`src/rtl/pkg_amba3.sv`:
```
// Shared AMBA3 AXI types and burst-arithmetic helpers.
//   burst_type_t   : AXI AxBURST encoding
//   resp_type_t    : AXI xRESP encoding
//   fsm_state_t    : burst address generator FSM states
//   BOUNDARY_4K    : INCR bursts must not cross this boundary
//   wrap_len_legal : 1 when len+1 is a legal WRAP beat count (2/4/8/16)
//   beat_bytes     : bytes per beat for an AxSIZE value
package pkg_amba3;

  typedef enum logic [1:0] {
    BURST_FIXED = 2'b00,
    BURST_INCR  = 2'b01,
    BURST_WRAP  = 2'b10,
    BURST_RSVD  = 2'b11
  } burst_type_t;

  typedef enum logic [1:0] {
    RESP_OKAY   = 2'b00,
    RESP_EXOKAY = 2'b01,
    RESP_SLVERR = 2'b10,
    RESP_DECERR = 2'b11
  } resp_type_t;

  typedef enum logic {
    ST_IDLE  = 1'b0,
    ST_BURST = 1'b1
  } fsm_state_t;

  localparam int BOUNDARY_4K = 4096;

  function automatic logic wrap_len_legal(input logic [7:0] len);
    return (len == 8'd1) || (len == 8'd3) || (len == 8'd7) || (len == 8'd15);
  endfunction

  // AxSIZE tops out at 7, so 128 bytes fits in 8 bits.
  function automatic logic [7:0] beat_bytes(input logic [2:0] size);
    return 8'(1) << size;
  endfunction

endpackage

```
`src/rtl/amba3_axi_beat_strb.sv`:
```
// Byte-lane mask for one beat.
//   addr : beat address (may be unaligned)
//   size : log2 bytes per beat
//   strb : active lanes, from addr mod NB up to the end of the aligned beat
module amba3_axi_beat_strb
  import pkg_amba3::*;
#(
  parameter int ADDR_WIDTH = 32,
  parameter int DATA_WIDTH = 32
) (
  input  logic [ADDR_WIDTH-1:0]   addr,
  input  logic [2:0]              size,
  output logic [DATA_WIDTH/8-1:0] strb
);

  localparam int NB = DATA_WIDTH / 8;

  logic [ADDR_WIDTH-1:0] w_bytes;
  logic [ADDR_WIDTH-1:0] w_lo;
  logic [ADDR_WIDTH-1:0] w_hi;

  always_comb begin
    w_bytes = ADDR_WIDTH'(beat_bytes(size));
    w_lo    = addr & ADDR_WIDTH'(NB - 1);
    // Upper lane comes from the aligned address so an unaligned start
    // only trims the low lanes.
    w_hi    = ((addr & ~(w_bytes - 1'b1)) & ADDR_WIDTH'(NB - 1)) + w_bytes - 1'b1;
    for (int i = 0; i < NB; i++) begin
      strb[i] = (ADDR_WIDTH'(i) >= w_lo) && (ADDR_WIDTH'(i) <= w_hi);
    end
  end

endmodule

```
`src/rtl/amba3_axi_burst_addr_gen.sv`:
```
// AXI3/AXI4 burst address generator: expands one AW/AR-style command into
// a per-beat stream of address, strobe, index, last flag and response.
//   aclk, areset              : clock, synchronous active-high reset
//   cmd_valid/cmd_ready       : command handshake
//   cmd_id/addr/len/size/burst: command fields
//   beat_valid/beat_ready     : beat handshake
//   beat_id/addr/strb/idx/last/resp : per-beat outputs
//
// state    | meaning
// ST_IDLE  | no burst held, ready for a command
// ST_BURST | presenting beats of the latched command
module amba3_axi_burst_addr_gen
  import pkg_amba3::*;
#(
  parameter int ADDR_WIDTH = 32,
  parameter int DATA_WIDTH = 32,
  parameter int LEN_WIDTH  = 4,
  parameter int ID_WIDTH   = 4
) (
  input  logic                    aclk,
  input  logic                    areset,
  input  logic                    cmd_valid,
  output logic                    cmd_ready,
  input  logic [ID_WIDTH-1:0]     cmd_id,
  input  logic [ADDR_WIDTH-1:0]   cmd_addr,
  input  logic [LEN_WIDTH-1:0]    cmd_len,
  input  logic [2:0]              cmd_size,
  input  logic [1:0]              cmd_burst,
  output logic                    beat_valid,
  input  logic                    beat_ready,
  output logic [ID_WIDTH-1:0]     beat_id,
  output logic [ADDR_WIDTH-1:0]   beat_addr,
  output logic [DATA_WIDTH/8-1:0] beat_strb,
  output logic [LEN_WIDTH-1:0]    beat_idx,
  output logic                    beat_last,
  output logic [1:0]              beat_resp
);

  localparam int           NB         = DATA_WIDTH / 8;
  localparam logic [7:0]   NB_B       = 8'(NB);
  localparam int           PAGE_SHIFT = $clog2(BOUNDARY_4K);

  fsm_state_t            r_state, w_state_nxt;
  logic [ID_WIDTH-1:0]   r_id;
  logic [ADDR_WIDTH-1:0] r_addr;
  logic [LEN_WIDTH-1:0]  r_len;
  logic [LEN_WIDTH-1:0]  r_idx;
  logic [2:0]            r_size;
  logic [1:0]            r_burst;
  logic                  r_illegal;
  logic [ADDR_WIDTH-1:0] r_wrap_lower;
  logic [ADDR_WIDTH-1:0] r_wrap_end;
  logic [NB-1:0]         r_strb;

  logic                  w_beat_hs, w_last, w_cmd_ready, w_cmd_hs, w_illegal;
  logic [ADDR_WIDTH-1:0] w_cmd_bytes, w_cmd_aligned, w_cmd_wsize, w_cmd_last_byte;
  logic [ADDR_WIDTH-1:0] w_cmd_lower;
  logic [ADDR_WIDTH-1:0] w_bytes, w_wrap_nxt, w_next_addr;
  logic [ADDR_WIDTH-1:0] w_strb_addr;
  logic [2:0]            w_strb_size;
  logic [NB-1:0]         w_strb;

  assign w_beat_hs   = (r_state == ST_BURST) && beat_ready;
  assign w_last      = (r_idx == r_len);
  assign w_cmd_ready = !areset && ((r_state == ST_IDLE) || (w_beat_hs && w_last));
  assign w_cmd_hs    = cmd_valid && w_cmd_ready;

  // Legality of the incoming command, latched with the burst.
  always_comb begin
    w_cmd_bytes     = ADDR_WIDTH'(beat_bytes(cmd_size));
    w_cmd_aligned   = cmd_addr & ~(w_cmd_bytes - 1'b1);
    w_cmd_wsize     = w_cmd_bytes * (ADDR_WIDTH'(cmd_len) + ADDR_WIDTH'(1));
    w_cmd_last_byte = w_cmd_aligned + w_cmd_wsize - 1'b1;
    w_cmd_lower     = cmd_addr & ~(w_cmd_wsize - 1'b1);
    w_illegal       = (cmd_burst == BURST_RSVD) || (beat_bytes(cmd_size) > NB_B);
    if (cmd_burst == BURST_WRAP) begin
      w_illegal = w_illegal || !wrap_len_legal(8'(cmd_len)) ||
                  ((cmd_addr & (w_cmd_bytes - 1'b1)) != '0);
    end
    if (cmd_burst == BURST_INCR) begin
      w_illegal = w_illegal || ((cmd_addr >> PAGE_SHIFT) != (w_cmd_last_byte >> PAGE_SHIFT));
    end
  end

  // Address of the beat following the current one.
  always_comb begin
    w_bytes     = ADDR_WIDTH'(beat_bytes(r_size));
    w_wrap_nxt  = r_addr + w_bytes;
    w_next_addr = r_addr;
    if (!r_illegal) begin
      case (r_burst)
        BURST_INCR: w_next_addr = (r_addr & ~(w_bytes - 1'b1)) + w_bytes;
        BURST_WRAP: w_next_addr = (w_wrap_nxt == r_wrap_end) ? r_wrap_lower : w_wrap_nxt;
        default:    w_next_addr = r_addr;
      endcase
    end
  end

  // One strobe unit serves both the first beat (from the command) and the
  // following beats (from the next address).
  assign w_strb_addr = w_cmd_hs ? cmd_addr : w_next_addr;
  assign w_strb_size = w_cmd_hs ? cmd_size : r_size;

  amba3_axi_beat_strb #(
    .ADDR_WIDTH (ADDR_WIDTH),
    .DATA_WIDTH (DATA_WIDTH)
  ) u_beat_strb (
    .addr (w_strb_addr),
    .size (w_strb_size),
    .strb (w_strb)
  );

  always_ff @(posedge aclk) begin
    if (areset) r_state <= ST_IDLE;
    else        r_state <= w_state_nxt;
  end

  always_comb begin
    w_state_nxt = r_state;
    case (r_state)
      ST_IDLE:  if (w_cmd_hs) w_state_nxt = ST_BURST;
      ST_BURST: if (w_beat_hs && w_last && !w_cmd_hs) w_state_nxt = ST_IDLE;
      default:  w_state_nxt = ST_IDLE;
    endcase
  end

  always_ff @(posedge aclk) begin
    if (areset) begin
      r_id         <= '0;
      r_addr       <= '0;
      r_len        <= '0;
      r_idx        <= '0;
      r_size       <= '0;
      r_burst      <= '0;
      r_illegal    <= 1'b0;
      r_wrap_lower <= '0;
      r_wrap_end   <= '0;
      r_strb       <= '0;
    end else if (w_cmd_hs) begin
      r_id         <= cmd_id;
      r_addr       <= cmd_addr;
      r_len        <= cmd_len;
      r_idx        <= '0;
      r_size       <= cmd_size;
      r_burst      <= cmd_burst;
      r_illegal    <= w_illegal;
      r_wrap_lower <= w_cmd_lower;
      r_wrap_end   <= w_cmd_lower + w_cmd_wsize;
      r_strb       <= w_illegal ? '0 : w_strb;
    end else if (w_beat_hs && !w_last) begin
      r_idx        <= r_idx + LEN_WIDTH'(1);
      r_addr       <= w_next_addr;
      r_strb       <= r_illegal ? '0 : w_strb;
    end
  end

  always_comb begin
    cmd_ready  = w_cmd_ready;
    beat_valid = 1'b0;
    beat_id    = '0;
    beat_addr  = '0;
    beat_strb  = '0;
    beat_idx   = '0;
    beat_last  = 1'b0;
    beat_resp  = RESP_OKAY;
    if (!areset && (r_state == ST_BURST)) begin
      beat_valid = 1'b1;
      beat_id    = r_id;
      beat_addr  = r_addr;
      beat_strb  = r_strb;
      beat_idx   = r_idx;
      beat_last  = w_last;
      beat_resp  = r_illegal ? RESP_SLVERR : RESP_OKAY;
    end
  end

endmodule

```
`config.mk`:
```
export PLATFORM = sky130hd
export DESIGN_NAME = amba3_axi_burst_addr_gen
export DESIGN_NICKNAME = d
export VERILOG_FILES = /design/src/rtl/pkg_amba3.sv /design/src/rtl/amba3_axi_beat_strb.sv /design/src/rtl/amba3_axi_burst_addr_gen.sv
export SDC_FILE = /design/constraint.sdc
export NUM_CORES = 1
export LEC_CHECK = 0
export ABC_AREA = 1
export CORE_ASPECT_RATIO = 1.2
export CORE_MARGIN = 2
export CORE_UTILIZATION = 42
export DETAILED_ROUTE_END_ITERATION = 16
export GPL_TIMING_DRIVEN = 0
export SKIP_CTS_REPAIR_TIMING = 1
export SYNTH_ARGS = -nofsm -noshare
export SYNTH_HDL_FRONTEND = slang
export SYNTH_SLANG_ARGS = --single-unit
```
`constraint.sdc`:
```
create_clock -name aclk -period 18.7 [get_ports aclk]
set_clock_uncertainty 0.1 [all_clocks]
set_input_delay 3.74 -clock aclk [delete_from_list [all_inputs] [get_ports aclk]]
set_output_delay 3.74 -clock aclk [all_outputs]
set_load 0.02 [all_outputs]
```
# Word level (Yosys, flattened, before mapping)
# Cells that the tools add are included.
dict set report classes {
  n_addsub 13
  mul 1
  div_mod_pow 0
  order_cmp 9
  n_eq_ne 12
  n_shift 3
  mux 24
  n_bitwise 10
  n_reduce_logical 26
}
# op count
set op_table {}
lappend op_table {{32-bit 2-to-1 mux} 5}
lappend op_table {{32-bit bitwise AND} 4}
lappend op_table {{32-bit inverter} 3}
lappend op_table {{32-bit by 13-bit adder with 32-bit output} 2}
lappend op_table {{32-bit by 8-bit adder with 32-bit output} 2}
lappend op_table {{1-bit by 32-bit less-or-equal comparator with 1-bit output (first input constant)} 2}
lappend op_table {{2-bit by 32-bit less-or-equal comparator with 1-bit output (first input constant)} 2}
lappend op_table {{32-bit case mux with 2 select lines} 1}
lappend op_table {{32-bit by 1-bit subtractor with 32-bit output (second input constant)} 2}
lappend op_table {{32-bit equality test} 1}
lappend op_table {{32-bit nonzero test} 1}
lappend op_table {{4-bit 2-to-1 mux} 7}
lappend op_table {{1-bit by 3-bit << shifter with 8-bit output (first input constant)} 3}
lappend op_table {{20-bit inequality test} 1}
lappend op_table {{8-bit by 1-bit subtractor with 9-bit output (second input constant)} 2}
lappend op_table {{13-bit by 1-bit subtractor with 14-bit output (second input constant)} 1}
lappend op_table {{8-bit by 5-bit multiplier with 13-bit output} 1}
lappend op_table {{1-bit logical AND} 11}
lappend op_table {{2-bit by 8-bit adder with 9-bit output} 1}
lappend op_table {{8-bit by 3-bit greater-than comparator with 1-bit output (second input constant)} 1}
lappend op_table {{1-bit logical OR} 8}
lappend op_table {{2-bit equality test (second input constant)} 3}
lappend op_table {{1-bit 2-to-1 mux} 6}
lappend op_table {{2-bit 2-to-1 mux} 3}
lappend op_table {{19 further kinds} 25}
dict set report word_totals {
  regBits 119
  latchBits 0
  ramBits 0
  romBits 0
  in_bits 49
  word_cells 109
  memories 0
}

# Logic depth before layout (Yosys ltp)
# Gate-level depths: netlist of run 1.
dict set report depth {
  word_depth 17
  ltp_mapped 48
  mapped_depth_nobuf 47
}

# Hierarchy
# From an unflattened synthesis of run 1, not the netlist that was laid out.
dict set report unflattened {
  cells_unflattened 2982
  hier_area_um2 16291.9
}
# module n_inst cells_per_inst area_per_inst_um2 seq_area_each_um2
set modules_own_cells {}
lappend modules_own_cells {amba3_axi_burst_addr_gen 1 2873 15697.6 2382.3}
lappend modules_own_cells {amba3_axi_beat_strb 1 109 594.3 0.0}

# Worst setup path before layout of run 1
# No wires, ideal clock.
dict set report synth_path {
  kind {input port to flip-flop}
  from {input port cmd_len[0]}
  to {register r_strb[1]}
  setup_ns 0.068
  arrival_ns 10.115
  required_ns 18.532
  slack_ns 8.418
  cell_stages 40
  n_path_buf 0
  cell_sequence {inv_1 > nor3_1 > xor2_1 > inv_1 > nor2_1 > fa_1 > fa_1 > inv_1 > fa_1 > inv_1 > ha_1 > inv_1 > o21ai_0 > a221oi_1 > nand2_1 > nand2_1 > nand2_1 > a21oi_1 > [4 not listed] > a21oi_1 > nor2_1 > nor2_1 > nand2_1 > a21oi_1 > nand2_1 > nand2_1 > o211ai_1 > or2_2 > nand3_1 > nand2_1 > nor3_1 > nand4_1 > nand3_1 > nand2_1 > nor3_1 > nand2_1 > a21oi_2}
}
dict set report synth_via {
  elab_chain_len 12
  word_cells_on_any_way 20
  cone_classes {add/sub: 3; mul: 1; eq/ne: 5; mux: 4; reduce/logical: 7}
}
# element line_no
set synth_lines {}
lappend synth_lines {{from (decl)} amba3_axi_burst_addr_gen.sv:26} ;# input logic [LEN_WIDTH-1:0] cmd_len,
lappend synth_lines {{branches (longest 9 deep; another with 32-bit by 13-bit adder with 32-bit output)} --}
lappend synth_lines {{1-bit 2-to-1 mux *} amba3_axi_burst_addr_gen.sv:80} ;# if (cmd_burst == BURST_INCR) begin
lappend synth_lines {{4-bit 2-to-1 mux *} amba3_axi_burst_addr_gen.sv:149} ;# r_strb <= w_illegal ? '0 : w_strb;
lappend synth_lines {{4-bit 2-to-1 mux *} amba3_axi_burst_addr_gen.sv:139} ;# end else if (w_cmd_hs) begin
lappend synth_lines {{to (signal assigned)} amba3_axi_burst_addr_gen.sv:149}
lappend synth_lines {{to (signal assigned)} amba3_axi_burst_addr_gen.sv:153} ;# r_strb <= r_illegal ? '0 : w_strb;
lappend synth_lines {{to (decl)} amba3_axi_burst_addr_gen.sv:53} ;# logic [NB-1:0] r_strb;
# Every way passes the cells marked *.
# A chain may end at the register's enable or synchronous reset.

# Worst setup path after layout of run 1
dict set report layout_path {
  from {input port cmd_len[0]}
  to {register r_strb[0]}
}
# The elaborated chain is that of the path after synthesis.

==> results.md, run 1 <==
* Status: complete, no violations
* Peak supply drop at 0.0492 mV
* H-tree depth at 4
* Slowest-stage cell, CP: xor2_1
* Global-route wire length before repair at 77.2 mm
* Synth Register Bits at 119
* Root buffer cell: clkbuf_16
* Clk sink count at 119
* Area of the die at 33200 µm²
* Placed insts at 2765
* Synthesized area per cell at 5.88 µm²
* Worst-Skew Late Latency at 0.44 ns
* Core ar. at 31400 µm²
* Cells after Synth at 2273
* Setup WS post-layout at 6.12 ns
* Leakage power at 7.19 nW
* Initial DRC Count at 1143
* Post-synth top flop: dfxtp_1
* Pint at 0.000623 W
* Post-synth ARST share at 0%
* Setup crit start: cmd_len[0]
* Setup violators final at 0
* Crit path capture type: flop
* Minimum clock period at 12.58 ns
* Register area share after synthesis at 17.8%
* Switching power total at 0.000406 W
* Core Rows at 71
* Worst r2r src: r_size[2]
* Chip width at 167 µm
* Drt first pass iters at 8
* Synth unique cells at 61
* Via count at 15300
* Critical path launch point type: input pin
* Critical path type: in -> reg
* Worst-path clk slew at 0.06 ns
* Setup tns final at 0 ns
* Final ANT Viol Nets at 0
* Final nets at 2540
* Most common cell after layout, fill and taps aside: nand2_1
* Layout cells sized above 1 at 3.96%
* DR DRC count at 0
* Highest clock rate at 79.5 MHz
* Commonest non-fill, non-tap cells in the layout: nand2_1, inv_1, nor2_1, nand3_1, a21oi_1
* Slew Limit Fails at 0
* GRT Residual Overflow at 0
* Switching part of the total power at 39.4%
* Final instance area at 15400 µm²
* Min-Delay Path Class: reg -> reg
* Port Buf Inserts at 91
* Worst Hold Launch: r_strb[2]
* Initial core utilization at 42.6%
* Area growth syn-to-layout at 15.2%
* IO Count at 98
* Worst-margin pin slew at 0.997 ns
* CP max stage delay at 0.80 ns
* Post-detail-place hpwl at 42.0 mm
* Initial antenna violation count at 0
* GRT Total Usage at 29.8%
* CP Data Required Time at 18.96 ns
* CP max FO at 8
* Most common cell on crit path: nand2_1
* Syn. warnings at 0
* Detailed Route WL at 50.5 mm
* Die height at 199 µm
* Seq pwr share at 28.0%
* Largest net degree at the start of global routing at 17
* Netlist Area Pre-Place at 13400 µm²
* Clock share of power at 34.2%
* Setup WS pre-CTS at 5.74 ns
* Slew margin rel. at 33.3%
* EDFF count, synth at 0
* RSZ-0062 raised after global routing: false
* Ant diodes at 0
* Pwr/cell area at 66.9 nW/µm²
* Clock Tree Buf Depth at 2
* Routability cong. at 1.02
* Syn Nets at 2430
* Logic pwr share at 37.9%
* Fillcell total at 3382
* Vias in the first global route at 14100
* Placed inst area at 14800 µm²
* CTS tree: yes
* Crit path arrival time at 12.83 ns
* Tcrit/Tclk final at 67.3%
* Vias/cell at 5.46
* Final Hold Viols at 0
* Wire length per cell at 18.1 µm
* Cts bufs inserted at 17
* Post-route insts no fill at 2797
* Number of max-cap violations at 0
[power groups by stage]
stage / combinational [W] / clock (W) / sequential, W
after global routing: 0.000435 / 0.000362 / 0.000290
after global placement: 0.000378 / 0 / 0.000292
after floorplan: 0.000274 / 0 / 0.000287
after detailed placement: 0.000382 / 0 / 0.000292
after CTS: 0.000385 / 0.000350 / 0.000287
final: 0.000390 / 0.000351 / 0.000288
[stage by stage]
stage          hold slack (ns)  util (%)  power, W
6_report                 0.370      49.1   0.00103
5_1_grt                  0.400      49.1   0.00109
4_1_cts                  0.367      49.1   0.00102
3_5_place_dp             0.358      47.1  0.000675
3_3_place_gp             0.359      47.1  0.000670
2_1_floorplan            0.345         -  0.000561
[flip-flops by register name, indices dropped and copies added, names as in the netlist]
signal        cells
r_burst           2
r_size            3
r_illegal         1
r_id              4
r_wrap_end       32
r_addr           32
r_state           1
r_idx             4
r_strb            4
r_wrap_lower     32
r_len             4
[cells in the mapped netlist (19+ instances only)]
library cell | instances | area share (%)
nand4_1 | 38 | 1.8
ha_1 | 89 | 8.3
o21ai_0 | 128 | 4.8
inv_1 | 339 | 9.5
clkbuf_1 | 53 | 1.5
nand2_1 | 580 | 16
nand3_1 | 149 | 5.6
a21oi_1 | 129 | 4.8
a31oi_1 | 27 | 1.3
xor2_1 | 48 | 3.1
nor3_1 | 42 | 1.6
fa_1 | 19 | 2.8
o22ai_1 | 30 | 1.4
dfxtp_1 | 119 | 18
nor2_1 | 273 | 7.7
xnor2_1 | 24 | 1.6
[area by class of cell]
type	count	area, µm²	area share (%)
buffer	70	279	1.81
clock buffer	21	470	3.06
clock inverter	11	145	0.943
inverter	353	1330	8.61
multi-input combinational	1731	9370	60.9
sequential	119	2380	15.5
tap	401	502	3.26
timing repair buffer	91	911	5.92
[metal layers]
layer  track usage, %  up-vias  routed length [µm]
met3             4.18      118                3310
met1             38.1     6943               21800
li1                 -     7622                   -
met5                0        -                   0
met4             12.8        0                2060
met2             50.4      593               23300
[cells by family (layout without fill, tap and decap cells)]
| logic type | after synthesis | after routing | synth area share [%] |
|---|---|---|---|
| simple gates | 1154 | 1154 | 37.0 |
| buf+inv | 423 | 546 | 12.0 |
| compound gates | 393 | 393 | 16.8 |
| flops | 119 | 119 | 17.8 |
| fa+ha+maj | 108 | 108 | 11.2 |
| xor+xnor | 74 | 74 | 5.06 |
| other cells | 2 | 2 | 0.0562 |
[worst paths after layout]
kind,endpoint,slack [ns],cells past startpoint
setup reg to reg,r_strb[3],12.52,45
setup / recovery,r_strb[0],6.12,39
hold reg to reg,r_strb[2],0.37,2
hold / removal,r_strb[2],0.37,2
[worst max-delay path, delay by kind of cell]
kind            cells  cell delay [ns]
fa+ha+maj           6             2.47
buf+inv             7             1.25
xor+xnor            3             1.26
compound gates      7             1.20
simple gates       16             2.89
Power figures use the tool's default switching activity.
==> run 2, diff against run 1 <==
- clock period: 18.7 -> 10.75 ns (I/O delays scaled with it)
==> run 2 against run 1 <==
Non-clock buffer count rose by 2. Via count is 0.13% lower. Sequential power up 74%. Register-to-register slack worse by 7.9 ns. Cell area increased by 0.39%. Flip-flop and latch count did not move. Core utilization is 0.19 points higher. Critical path type unchanged. Critical endpoint unchanged. Largest power group unchanged.
==> results.md, run 2 (synthesis results as in run 1) <==
* Layout cells sized above 1 at 4.30%
* Final ANT Viol Nets at 0
* Worst Setup EP: r_strb[0]
* Clock Tree Buf Depth at 2
* Critical path type: in -> reg
* Initial DRC Count at 1240
* Minimum clock period at 10.17 ns
* Most common cell on crit path: nand2_1
* IO Count at 98
* Chip width at 167 µm
* Routability cong. at 1.02
* Detailed Route WL at 50.4 mm
* Global-route wire length before repair at 77.2 mm
* Pwr/cell area at 116 nW/µm²
* Flop2flop setup slack at 4.57 ns
* Tot Pwr at 0.00179 W
* Min-Delay Path Class: reg -> reg
* Post-detail-place hpwl at 42.0 mm
* Crit path arrival time at 10.42 ns
* GRT Total Usage at 29.8%
* Worst-path clk slew at 0.06 ns
* Util after Layout at 49.3%
* Slew margin rel. at 42.3%
* Core ar. at 31400 µm²
* Via count at 15300
* Peak supply drop at 0.0854 mV
* Status: complete, no violations
* Largest regs: r_addr: 32 flops, r_wrap_end: 32 flops, r_wrap_lower: 32 flops
* Commonest non-fill, non-tap cells in the layout: nand2_1, inv_1, nor2_1, nand3_1, o21ai_0
* GRT Residual Overflow at 0
* CP Data Required Time at 11.00 ns
* Leakage power at 7.21 nW
* Final nets at 2542
* Number of max-cap violations at 0
* H-tree depth at 4
* Final Hold Viols at 0
* Vias in the first global route at 14100
* Worst r2r src: r_size[2]
* Worst-Skew Late Latency at 0.44 ns
* Highest clock rate at 98.4 MHz
* Fillcell total at 3375
* Die height at 199 µm
* DR DRC count at 0
* Area of the die at 33200 µm²
* Initial core utilization at 42.6%
* Slew Limit Fails at 0
* R2R cell count at 45
* Critical path launch point type: input pin
* Setup violators final at 0
* Slowest-stage cell, CP: clkdlybuf4s50_1
* Wire length per cell at 18.0 µm
* Setup WS post-layout at 0.584 ns
* Most common cell after layout, fill and taps aside: nand2_1
* CTS tree: yes
* Vias/cell at 5.45
* Setup crit start: cmd_len[0]
* CP max FO at 8
* Area growth syn-to-layout at 15.6%
* Setup WS pre-CTS at -0.615 ns
* Drt first pass iters at 5
* CP max stage delay at 0.59 ns
* Crit path capture type: flop
* Root buffer cell: clkbuf_16
* Port Buf Inserts at 91
* Largest net degree at the start of global routing at 17
* Worst-margin pin slew at 0.866 ns
* Cts bufs inserted at 17
* Initial antenna violation count at 0
* Clk sink count at 119
* Tcrit/Tclk final at 94.6%
* Reg2reg end: r_strb[3]
* Core Rows at 71
* Ant diodes at 0
==> run 2: changes by cell type in the layout (fill, tap and decap cells not counted) <==
cell	change
nor4_2	+1
xor2_4	+1
nor3_2	+1
xnor2_2	+1
a21oi_1	-2
nor4_1	-1
xor2_1	-1
buf_4	+2
xnor2_1	-1
nor3_1	-1
a21oi_2	+2
==> run 2: how the worst min path moves through the flow <==
stage / start / to / depth (start not counted)
2_1_floorplan: r_strb[0] / r_strb[0] / 2
3_3_place_gp: r_wrap_lower[26] / r_wrap_lower[26] / 2
3_5_place_dp: r_strb[2] / r_strb[2] / 2
4_1_cts: r_strb[2] / r_strb[2] / 2
5_1_grt: r_wrap_lower[31] / r_wrap_lower[31] / 2
6_report: r_strb[2] / r_strb[2] / 2
==> run 2: worst max-delay path: cells and delay by family <==
kind / cells / cell delay (ns)
compound gates: 9 / 1.51
xor+xnor: 3 / 0.53
fa+ha+maj: 6 / 2.53
buf+inv: 7 / 1.22
simple gates: 16 / 2.48
==> run 2: layout make-up <==
type / instances / area, µm² / area share [%]
flip-flops and latches: 119 / 2380 / 15.4
clock buffers: 21 / 470 / 3.05
clock inverters: 11 / 145 / 0.940
repair buffers: 93 / 926 / 5.99
multi-input cells: 1731 / 9420 / 61.0
plain buffers: 70 / 279 / 1.81
well taps: 401 / 502 / 3.25
inverters: 353 / 1330 / 8.58
==> run 2: per-stage QoR <==
stage | area [µm²] | hold slack (ns) | setup TNS [ns] | cells
3_3_place_gp | 14800 | 0.359 | -2.15 | 2765
5_1_grt | 15400 | 0.400 | -0.0200 | 2799
2_1_floorplan | 13400 | 0.345 | 0 | 2273
4_1_cts | 15400 | 0.367 | -0.466 | 2797
6_report | 15400 | 0.367 | 0 | 2799
3_5_place_dp | 14800 | 0.358 | -2.40 | 2765
==> run 2: where the power goes <==
part	internal, W	switching, W	total (W)	leakage [nW]
clock	0.000383	0.000227	0.000610	0.296
sequential	0.000474	0.0000266	0.000501	0.973
combinational	0.000228	0.000452	0.000680	5.94
==> run 2: per-layer routing <==
layer,part of all wire (%),GRT usage (%),vias to the layer above
li1,-,-,7634
met1,43,38.1,6908
met3,6.7,4.18,113
met4,4.0,12.8,0
met2,46,50.4,601
met5,0,0,-
